==> src/rtl/hoaa_serial_add_ctrl_if.sv <==
// Operand/result handshake bundle for the bit-serial HOAA add controller.
// Valid/ready: a transfer happens on a rising clk edge where valid & ready are both high;
// the source holds its payload stable and valid high until that edge, and ready never waits on valid.
interface hoaa_serial_add_ctrl_if #(
  parameter int WIDTH = 8
);
  logic             in_valid;
  logic             in_ready;
  logic [WIDTH-1:0] op_a;
  logic [WIDTH-1:0] op_b;
  logic             op_cin;
  logic             approx_en;
  logic             out_valid;
  logic             out_ready;
  logic [WIDTH-1:0] sum;
  logic             cout;

  modport master (
    output in_valid, op_a, op_b, op_cin, approx_en, out_ready,
    input  in_ready, out_valid, sum, cout
  );

  modport slave (
    input  in_valid, op_a, op_b, op_cin, approx_en, out_ready,
    output in_ready, out_valid, sum, cout
  );
endinterface

==> src/rtl/hoaa_serial_add_ctrl.sv <==
// Bit-serial adder controller: one adder cell reused over WIDTH clocks, LSB first.
// The low APPROX_BITS bits may use the HOAA approximate rule; the upper bits are always exact.
module hoaa_serial_add_ctrl #(
  parameter int WIDTH       = 8,
  parameter int APPROX_BITS = 4
) (
  input  logic                        clk,
  input  logic                        rst_n,
  hoaa_serial_add_ctrl_if.slave       bus,
  output logic                        busy,
  output logic [1:0]                  state_dbg
);

  localparam int IW = (WIDTH > 1) ? $clog2(WIDTH) : 1;
  localparam logic [IW-1:0] LAST_IDX = IW'(WIDTH - 1);
  // Bit i is approximable when APPROX_MASK[i] is set; APPROX_BITS = 0 gives an all-zero mask.
  localparam logic [WIDTH-1:0] APPROX_MASK = {WIDTH{1'b1}} >> (WIDTH - APPROX_BITS);

  localparam logic [1:0] S_IDLE = 2'd0;
  localparam logic [1:0] S_RUN  = 2'd1;
  localparam logic [1:0] S_DONE = 2'd2;

  logic [1:0]       state;
  logic [1:0]       state_next;
  logic [IW-1:0]    idx;
  logic             carry;
  logic [WIDTH-1:0] a_q;
  logic [WIDTH-1:0] b_q;
  logic             en_q;
  logic [WIDTH-1:0] sum_q;
  logic             cout_q;
  logic             in_ready_q;

  logic a_bit;
  logic b_bit;
  logic gated;
  logic approx_bit;
  logic s_bit;
  logic c_next;

  // Single shared adder cell, evaluated on the current bit index.
  always_comb begin
    a_bit      = a_q[idx];
    b_bit      = b_q[idx];
    gated      = a_bit | carry;
    approx_bit = en_q & APPROX_MASK[idx];
    s_bit      = a_bit ^ b_bit ^ carry;
    c_next     = (a_bit & b_bit) | (a_bit & carry) | (b_bit & carry);
    if (approx_bit) begin
      s_bit  = gated ^ b_bit;
      c_next = gated & b_bit;
    end
  end

  always_comb begin
    state_next = state;
    case (state)
      S_IDLE:  if (bus.in_valid && in_ready_q) state_next = S_RUN;
      S_RUN:   if (idx == LAST_IDX) state_next = S_DONE;
      S_DONE:  if (bus.out_ready) state_next = S_IDLE;
      default: state_next = S_IDLE;
    endcase
  end

  always_ff @(posedge clk or negedge rst_n) begin
    if (!rst_n) begin
      state      <= S_IDLE;
      idx        <= '0;
      carry      <= 1'b0;
      a_q        <= '0;
      b_q        <= '0;
      en_q       <= 1'b0;
      sum_q      <= '0;
      cout_q     <= 1'b0;
      in_ready_q <= 1'b0;
    end else begin
      state      <= state_next;
      // Registered so that in_ready stays low throughout reset and rises one edge later.
      in_ready_q <= (state_next == S_IDLE);
      case (state)
        S_IDLE: begin
          if (bus.in_valid && in_ready_q) begin
            a_q    <= bus.op_a;
            b_q    <= bus.op_b;
            en_q   <= bus.approx_en;
            carry  <= bus.op_cin;
            idx    <= '0;
            sum_q  <= '0;
            cout_q <= 1'b0;
          end
        end
        S_RUN: begin
          sum_q[idx] <= s_bit;
          carry      <= c_next;
          if (idx == LAST_IDX) begin
            cout_q <= c_next;
          end else begin
            idx <= idx + 1'b1;
          end
        end
        default: ;
      endcase
    end
  end

  assign bus.in_ready  = in_ready_q;
  assign bus.out_valid = (state == S_DONE);
  assign bus.sum       = sum_q;
  assign bus.cout      = cout_q;
  assign busy          = (state == S_RUN);
  assign state_dbg     = state;

endmodule

==> src/flat_wrapper.sv <==
// flat-port wrapper written by rule: the top's interface ports become plain ports
module hoaa_serial_add_ctrl_flat 
#(
  parameter int WIDTH       = 8,
  parameter int APPROX_BITS = 4
)
  (clk, rst_n, busy, state_dbg, bus_in_valid, bus_op_a, bus_op_b, bus_op_cin, bus_approx_en, bus_out_ready, bus_in_ready, bus_out_valid, bus_sum, bus_cout);
  hoaa_serial_add_ctrl_if #(.WIDTH(WIDTH)) bus_i ();
  input  logic clk;
  input  logic rst_n;
  output logic busy;
  output logic [1:0] state_dbg;
  input wire logic [$bits(bus_i.in_valid)-1:0] bus_in_valid;
  input wire logic [$bits(bus_i.op_a)-1:0] bus_op_a;
  input wire logic [$bits(bus_i.op_b)-1:0] bus_op_b;
  input wire logic [$bits(bus_i.op_cin)-1:0] bus_op_cin;
  input wire logic [$bits(bus_i.approx_en)-1:0] bus_approx_en;
  input wire logic [$bits(bus_i.out_ready)-1:0] bus_out_ready;
  output wire logic [$bits(bus_i.in_ready)-1:0] bus_in_ready;
  output wire logic [$bits(bus_i.out_valid)-1:0] bus_out_valid;
  output wire logic [$bits(bus_i.sum)-1:0] bus_sum;
  output wire logic [$bits(bus_i.cout)-1:0] bus_cout;
  assign bus_i.in_valid = bus_in_valid;
  assign bus_i.op_a = bus_op_a;
  assign bus_i.op_b = bus_op_b;
  assign bus_i.op_cin = bus_op_cin;
  assign bus_i.approx_en = bus_approx_en;
  assign bus_i.out_ready = bus_out_ready;
  assign bus_in_ready = bus_i.in_ready;
  assign bus_out_valid = bus_i.out_valid;
  assign bus_sum = bus_i.sum;
  assign bus_cout = bus_i.cout;
  hoaa_serial_add_ctrl #(.WIDTH(WIDTH), .APPROX_BITS(APPROX_BITS)) u_core (.clk(clk), .rst_n(rst_n), .bus(bus_i), .busy(busy), .state_dbg(state_dbg));
endmodule
==> config.mk <==
export PLATFORM = sky130hd
export DESIGN_NAME = hoaa_serial_add_ctrl_flat
export DESIGN_NICKNAME = d
export VERILOG_FILES = /design/src/rtl/hoaa_serial_add_ctrl_if.sv /design/src/rtl/hoaa_serial_add_ctrl.sv /design/src/flat_wrapper.sv
export SDC_FILE = /design/constraint.sdc
export NUM_CORES = 1
export LEC_CHECK = 0
export BUFFER_PORTS_ARGS = -buffer_cell sky130_fd_sc_hd__buf_2
export CELL_PAD_IN_SITES_DETAIL_PLACEMENT = 2
export CELL_PAD_IN_SITES_GLOBAL_PLACEMENT = 2
export CORE_MARGIN = 3
export CORE_UTILIZATION = 33
export DETAILED_ROUTE_END_ITERATION = 10
export PLACE_DENSITY_LB_ADDON = 0.3
export SLEW_MARGIN = 20
export SYNTH_ARGS = -nofsm -noshare
export SYNTH_HDL_FRONTEND = slang
export SYNTH_SLANG_ARGS = --single-unit
export TNS_END_PERCENT = 100
==> constraint.sdc <==
create_clock -name clk -period 3.2 [get_ports clk]
set_input_delay 0.48 -clock clk [delete_from_list [all_inputs] [get_ports clk]]
set_output_delay 0.48 -clock clk [all_outputs]
set_load 0.05 [all_outputs]
Yosys cells after proc, flatten, opt, wreduce, memory -nomap -nowiden. Memories as Yosys holds them, arrays and structs flattened. Index checks and enable logic that the tools add are counted.

Register bits: 33. Latch bits: 0. Bits in writable memories: 0. ROM bits: 8. Input bits: 22. Word-level logic and storage cells: 63. Memories kept: 1.

Add/sub/neg operators: 1. Multiply operators: 0. Div/mod/pow operators: 0. $lt $le $gt $ge: 2. Equal/unequal tests: 6. Shift-type cells: 0. Multiplexer cells: 24. Bitwise logic cells: 11. Reductions and logical operators: 9.

Memories: (no name shown) (depth 8, width 1, rd ports 1, clocked after Yosys merged registers in 0, write ports 0, RTL line hoaa_serial_add_ctrl.sv:46) `approx_bit = en_q & APPROX_MASK[idx];`.

Operator list (count): 8-bit one-hot mux with 2 select lines (1); 1-bit 2-to-1 mux (9); 8-bit bitwise mux (1); 8-bit 2-to-1 mux (1); 1-bit binary-select mux with 3-bit select (2); 2-bit 2-to-1 mux (3); 3-bit 2-to-1 mux (2); 2-bit one-hot mux with 3 select lines (1); 3-bit one-hot mux with 2 select lines (1); 3-bit AND reduction (2); 1-bit AND (5); 2-bit logical NOT (2); 3-bit by 4-bit < comparator with 1-bit output (second input constant) (1); 2-bit by 1-bit != test with 1-bit output (second input constant) (2); 1-bit one-hot mux with 2 select lines (2); 2-bit AND reduction (2); 3-bit by 1-bit adder with 3-bit output (second input constant) (1); 1-bit demux with 3-bit select (1); 3-bit equality test (second input constant) (1); 3-bit by 1-bit >= comparator with 1-bit output (second input constant) (1); 1-bit bitwise OR (3); 1-bit bitwise XOR (3); 2-bit by 1-bit equality test with 1-bit output (second input constant) (1); 2-bit equality test (second input constant) (1); 3 further kinds (4).

Depth between registers and ports, before layout. Gate-level depths: netlist of the first run.

Word-level depth: 8. Depth in mapped cells: 8. Gate-level depth less buffers: 7.

Worst setup path before layout of the first run. OpenSTA, ideal clock, no wires.

Kind: flip-flop to flip-flop. Start: register u_core.idx[1]. End: register u_core.sum_q[5] (netlist: u_core.bus.sum[5]). Library setup time: 0.148 ns. Arrival time: 2.192 ns. Required time: 3.052 ns. Setup slack: 0.860 ns. Cell stages (with the launch flop): 9. Buffers on the path: 1. Clock period less this slack: 2.340 ns. Cells stage by stage: dfrtp_1 -> buf_6 -> or4b_1 -> o311ai_1 -> a211oi_1 -> fa_1 -> inv_1 -> mux2i_1 -> mux2i_1.

Longest elaborated chain between the ends: 7.

RTL lines: start, declared (RTL line hoaa_serial_add_ctrl.sv:25) `logic [IW-1:0] idx;`; start signal, assigned (RTL line hoaa_serial_add_ctrl.sv:98) `idx <= idx + 1'b1;`; 1-bit binary-select mux with 3-bit select, on equally long branches (RTL line hoaa_serial_add_ctrl.sv:43, hoaa_serial_add_ctrl.sv:44); 1-bit 2-to-1 mux, on equally long branches (RTL line hoaa_serial_add_ctrl.sv:43, hoaa_serial_add_ctrl.sv:44); 1-bit bitwise XOR or 1-bit bitwise OR (tied branches) (RTL line hoaa_serial_add_ctrl.sv:47, hoaa_serial_add_ctrl.sv:45); 1-bit bitwise XOR, on equally long branches (RTL line hoaa_serial_add_ctrl.sv:47, hoaa_serial_add_ctrl.sv:50); 1-bit 2-to-1 mux (RTL line hoaa_serial_add_ctrl.sv:49) `if (approx_bit) begin`; 8-bit bitwise mux * (RTL line hoaa_serial_add_ctrl.sv:93) `sum_q[idx] <= s_bit;`; 8-bit one-hot mux with 2 select lines * (RTL line hoaa_serial_add_ctrl.sv:80) `case (state)`; end signal, assigned by index (RTL line hoaa_serial_add_ctrl.sv:93); end, declared (RTL line hoaa_serial_add_ctrl.sv:30) `logic [WIDTH-1:0] sum_q;`.

Mark *: on every way between the ends. The rest lies on a longest branch, timed or not. The select of a mux whose other input is x is not followed. A chain may end at the register's enable or synchronous reset.

Final worst setup path of the first run.
Start: register u_core.idx[1]. End: register u_core.sum_q[6] (netlist: u_core.bus.sum[6]).

Same word-level chain as after synthesis.

==> qor.csv, run 1 <==
metric;value;unit
status;finished clean;
synth.area.top_cells;dfrtp_1 49%, nand2_1 14%, mux2i_1 8.9%, nand3b_1 2.7%, ha_1 2.2%;
critical_path_arrival;2.92;ns
port_buffers;35;
cts_tree;built;
synth_edf_count;0;
coreArea;4820;um^2
ctsLongestPathBuffers;2;
synth_seq_cells;33;
flow.area_growth_from_synthesis;18.0;%
yosys.area_share.adder;3.43;%
fin_skew;0.00904;ns
tightest_slew;0.757;ns
yosys_warnings;0;
fmax;359;MHz
ios;36;
drc;0;
synth_compound_area_share;6.63;%
slew_headroom;49.6;%
ant_nets;0;
synth_ff_type;dfrtp_1;
cap_violations;0;
die_h;77.4;um
drtIter0Drc;59;
netlist_area;1680;um^2
clk_latency;0.29;ns
dieArea;5980;um^2
syn_inst;174;
ctsHoldBuffers;0;
r2r_start;u_core.idx[1];
fin_crit_sh;87.0;%
path_class;reg -> reg;
path_common_cell;mux2i_1;
critical_path_required;3.34;ns
fin_area;1980;um^2
p_int;1200;uW
rows;25;
tns;0;ns
hold_viol_final;0;
cp_slowest_cell;dfrtp_1;
synth_mux_area_share;9.61;%
synth_top_area_cell;dfrtp_1;
synth_top_family_by_area;simple AND/OR/NAND/NOR gates;
crit_fanout;20;
setup-violations-final;0;
pre_cts_ws;0.405;ns
min_path_type;in -> async;
antenna_found_initial;0;
numCtsBuffers;5;
peakVddDrop;341;uV
instances_no_fill;275;
switching_share;47.6;%
power_density;1160;nW/um^2
wl_per_cell;15.5;um
path_cells;or4b_1 > o311ai_1 > a211oi_1 > fa_1 > inv_1 > mux2i_1 > mux2i_1;
placed_area;1880;um^2
grt_use_total;15.9;%
multi_input_area;763;um^2
cts_setup_buffers;0;
register_area;826;um^2
synthArstFlopShare;100;%
vias;1341;
r2r_setup_slack;0.42;ns
drive_above_1_share;23.6;%
ys_types;33;
power;2290;uW
grt_pass1_wl;7570;um
finalMaxSlewViolations;0;
avgSynthCellArea;9.66;um^2
grt-ovfl-total;0;
grt_pass1_vias;1528;
reg2reg_depth;7;
routed_wl;4260;um
viasPerCell;4.88;
dp.cells;267;
path_clk_slew;0.07;ns
start_kind;flip-flop;
max_stage_delay;0.60;ns
gp_congestion;0.734;
synth.most_common_cell;nand2_1;
pwr-share-clk;15.5;%
r2r_end;u_core.bus.sum[6];
yosys.area.top_type_share;49.1;%
hpwlAfterDp;3120;um
n_fill_cell;551;
switchingPower;1090;uW
syn_nets;200;
cp-end-kind;flip-flop;
synthSimpleGateAreaFrac;25.8;%
final_nets;233;
ys_seq_area_share;49.1;%
dr.pass1.iters;3;
post-route-min-period;2.78;ns
cts_root_buf;clkbuf_8;
start_util;34.9;%
leakagePower;0.00105;uW
cts_resized;0;
diodes;0;
clock_sinks;33;
combPwrFrac;51.0;%
rsz0062_at_grt;false;
synth-xor-area-share;0;%
p_seq_share;33.5;%
htreeDepth;2;
layout_setup_ws;0.417;ns
synth_common_cells;64 x nand2_1, 33 x dfrtp_1, 15 x mux2i_1;
grt_max_degree;34;
die_x;77.4;um
## area by class of cell
cell class              instances  area share [%]
clock inverters                 1           0.252
multi-input cells             125            38.5
repair buffers                 37            9.59
clock buffers                   7            4.86
flip-flops and latches         33            41.6
inverters                       5           0.946
well taps                      67            4.23
## state kept, by name, indices dropped and copies added (netlist names)
name / flops
u_core.bus.sum: 8
u_core.state_dbg: 2
u_core.carry: 1
u_core.idx: 3
u_core.en_q: 1
u_core.bus.in_ready: 1
u_core.b_q: 8
u_core.a_q: 8
u_core.bus.cout: 1
## placed cells by master, fill, tap and decap left out, types with 2 or more instances in the layout
master and n:
ha_1 3, nor2b_1 4, nand3_1 3, nand4_1 2, dfrtp_1 33, inv_1 5, nor2_1 4, mux2i_1 15
nand3b_1 6, a211oi_1 2, nand2_1 64, nor3b_2 2, nor3b_1 2, clkbuf_8 7, a22o_1 3, buf_2 35
buf_4 2
## logic make-up after synthesis
logic type | count (synthesis)
adders and majority gates | 4
DFF | 33
AOI/OAI and AO/OA | 14
buffers and inverters | 16
muxes | 16
and+or+nand+nor | 91
## worst max-delay path by stage
stage          slack (ns)                end     startpoint  cells past startpoint
2_1_floorplan        0.86  u_core.bus.sum[5]  u_core.idx[1]                      8
3_3_place_gp         0.57  u_core.bus.sum[6]  u_core.idx[1]                      7
3_5_place_dp         0.40  u_core.bus.sum[6]  u_core.idx[1]                      7
4_1_cts              0.37  u_core.bus.sum[6]  u_core.idx[1]                      7
5_1_grt              0.17  u_core.bus.sum[0]  u_core.idx[1]                      7
6_report             0.42  u_core.bus.sum[6]  u_core.idx[1]                      7
## stage by stage
stage               hold slack (ns)  util (%)
finish                        0.251      41.2
global route                  0.319      41.2
CTS                           0.278      41.2
detailed placement            0.470      39.1
global placement              0.460      39.1
floorplan                     0.184         -
## power groups by stage
stage	Clock [uW]	Sequential [uW]	Combinational (uW)
2_1_floorplan	0	914	769
3_3_place_gp	0	762	1120
3_5_place_dp	0	781	1200
5_1_grt	386	806	1330
4_1_cts	364	773	1200
6_report	355	768	1170
## critical path: cells and delay by family (launching register included)
| family | cells | cell delay, ns |
|---|---|---|
| AO/OA/AOI/OAI | 2 | 0.25 |
| buffers and inverters | 1 | 0.05 |
| adder cells (fa/ha/maj) | 1 | 0.50 |
| multiplexers | 2 | 0.64 |
| AND/OR/NAND/NOR | 1 | 0.60 |
| flip-flops | 1 | 0.60 |
## metal layers
| layer | vias up | wire length (um) | part of all wire (%) | track usage [%] |
|---|---|---|---|---|
| met5 | - | 0 | 0 | 0 |
| met4 | 0 | 65 | 1.5 | 5.34 |
| met3 | 6 | 183 | 4.3 | 4.06 |
| met2 | 27 | 2180 | 51 | 27.5 |
| met1 | 659 | 1840 | 43 | 19.4 |
| li1 | 649 | - | - | - |
No activity file was read; power rests on OpenSTA's default activity.
==> run 2, diff against run 1 <==
--- a/config.mk
+++ b/config.mk
@@ -12,6 +12,7 @@
 export CORE_UTILIZATION = 33
 export DETAILED_ROUTE_END_ITERATION = 10
 export PLACE_DENSITY_LB_ADDON = 0.3
+export REMOVE_ABC_BUFFERS = 1
 export SLEW_MARGIN = 20
 export SYNTH_ARGS = -nofsm -noshare
 export SYNTH_HDL_FRONTEND = slang
==> run 2 against run 1 <==
Utilization is 0.31 points lower. Combinational power hardly changed. Sequential share of layout area is 0.32 points higher. Register-to-register slack worse by 0.07 ns. Via count is 0.89% lower. Worst hold slack better by 0.0062 ns. Largest power group unchanged.
==> qor.csv, run 2 (synthesized netlist as in run 1, its figures left out) <==
metric;value;unit;change
combPwrFrac;52.3;%;+1.3 points
dieArea;5980;um^2;unchanged
fin_crit_sh;89.1;%;+2.1 points
flow.area_growth_from_synthesis;17.1;%;
p_seq_share;34.1;%;+0.6 points
grt-ovfl-total;0;;unchanged
switching_share;48.5;%;+0.95 points
setup-violations-final;0;;unchanged
clock_sinks;33;;unchanged
numCtsBuffers;5;;unchanged
pwr-share-clk;13.6;%;-1.9 points
reg2reg_depth;7;;unchanged
diodes;0;;unchanged
crit_fanout;20;;unchanged
routed_wl;4280;um;+0.38%
path_class;reg -> reg;;
r2r_end;u_core.bus.sum[3];;
leakagePower;0.00104;uW;-0.98%
hold_viol_final;0;;unchanged
grt_max_degree;34;;unchanged
min_path_type;in -> async;;
ant_nets;0;;unchanged
fin_skew;0.00506;ns;-0.00398 ns
finalHoldWorstSlack;0.258;ns;+0.00621 ns
die_x;77.4;um;unchanged
fmax;351;MHz;-2.4%
port_buffers;35;;unchanged
clk_latency;0.29;ns;about the same
ctsLongestPathBuffers;2;;unchanged
power_density;1140;nW/um^2;-1.1%
final_nets;233;;unchanged
slew_headroom;50.0;%;+0.47 points
multi_input_area;763;um^2;unchanged
viasPerCell;4.83;;-0.89%
cts_resized;0;;unchanged
cts_setup_buffers;0;;unchanged
grt_pass1_vias;1535;;+0.46%
antenna_found_initial;0;;unchanged
ctsHoldBuffers;0;;unchanged
tns;0;ns;unchanged
gp_congestion;0.740;;+0.74%
coreArea;4820;um^2;unchanged
grt_pass1_wl;7490;um;-1.0%
finalMaxSlewViolations;0;;unchanged
n_fill_cell;561;;+1.8%
fin_area;1970;um^2;-0.76%
drive_above_1_share;23.6;%;unchanged
htreeDepth;2;;unchanged
tightest_slew;0.749;ns;-0.00709 ns
switchingPower;1090;uW;+0.14%
critical_path_arrival;2.97;ns;+0.05 ns
register_area;826;um^2;unchanged
layout_common_cells;64 x nand2_1, 35 x buf_2, 33 x dfrtp_1, 15 x mux2i_1, 6 x nand3b_1;;
peakVddDrop;266;uV;-22%
dr.pass1.iters;2;;-1
ios;36;;unchanged
cts_tree;built;;
die_h;77.4;um;unchanged
critical_path_required;3.32;ns;-0.02 ns
rsz0062_at_grt;false;;
final_common_cell;nand2_1;;
r2r_setup_slack;0.35;ns;-0.07 ns
rows;25;;unchanged
placed_area;1880;um^2;unchanged
start_kind;flip-flop;;
start_util;34.9;%;unchanged
hpwlAfterDp;3140;um;+0.72%
post-route-min-period;2.85;ns;+0.0677 ns
cap_violations;0;;unchanged
vias;1329;;-0.89%
cts_root_buf;clkbuf_8;;
utilization;40.9;%;-0.31 points
drtIter0Drc;47;;-20%
status;finished clean;;
cp-end-kind;flip-flop;;
p_int;1160;uW;-3.6%
wl_per_cell;15.6;um;+0.38%
grt_use_total;16.1;%;+0.18 points
path_clk_slew;0.07;ns;about the same
r2r_start;u_core.idx[1];;
drc;0;;unchanged
## run 2: layout make-up
class | instances | area share, %
well taps | 67 | 4.26
multi-input cells | 125 | 38.8
inverters | 5 | 0.954
clock inverters | 3 | 0.890
repair buffers | 37 | 9.66
flip-flops and latches | 33 | 42.0
clock buffers | 5 | 3.50
## run 2: worst max path at each step
stage / from / end / slack [ns]
6_report: u_core.idx[1] / u_core.bus.sum[3] / 0.35
5_1_grt: u_core.idx[1] / u_core.bus.sum[3] / 0.07
4_1_cts: u_core.idx[1] / u_core.bus.sum[3] / 0.33
3_5_place_dp: u_core.idx[1] / u_core.bus.sum[3] / 0.35
3_3_place_gp: u_core.idx[1] / u_core.bus.sum[6] / 0.55
2_1_floorplan: u_core.idx[0] / u_core.bus.sum[5] / 0.70
## run 2: critical path, stage by stage, from the launching register on
cell and delay, ns:
dfrtp_1 0.59, or4b_1 0.58, o311ai_1 0.13, a211oi_1 0.12, fa_1 0.49, inv_1 0.04, mux2i_1 0.52, mux2i_1 0.20
## run 2: power groups by stage
stage | clock (uW) | sequential [uW] | combinational [uW]
after floorplan | 0 | 963 | 650
after detailed placement | 0 | 779 | 1200
final | 306 | 769 | 1180
after global placement | 0 | 759 | 1120
after CTS | 321 | 773 | 1200
after global routing | 339 | 805 | 1330
## run 2: stage by stage
stage / cells / worst slack, ns / total power, uW
after floorplan: 163 / 0.701 / 1610
after global placement: 267 / 0.554 / 1880
after detailed placement: 267 / 0.347 / 1980
after CTS: 275 / 0.327 / 2300
after global routing: 275 / 0.0707 / 2480
final: 275 / 0.350 / 2250
## run 2: per-layer routing
| layer | up-vias | wire length (um) | share of wire, % | track usage (%) |
|---|---|---|---|---|
| li1 | 649 | - | - | - |
| met1 | 646 | 1820 | 43 | 18.1 |
| met2 | 28 | 2180 | 51 | 28.5 |
| met3 | 6 | 183 | 4.3 | 4.99 |
| met4 | 0 | 95 | 2.2 | 6.23 |
| met5 | - | 0 | 0 | 0 |
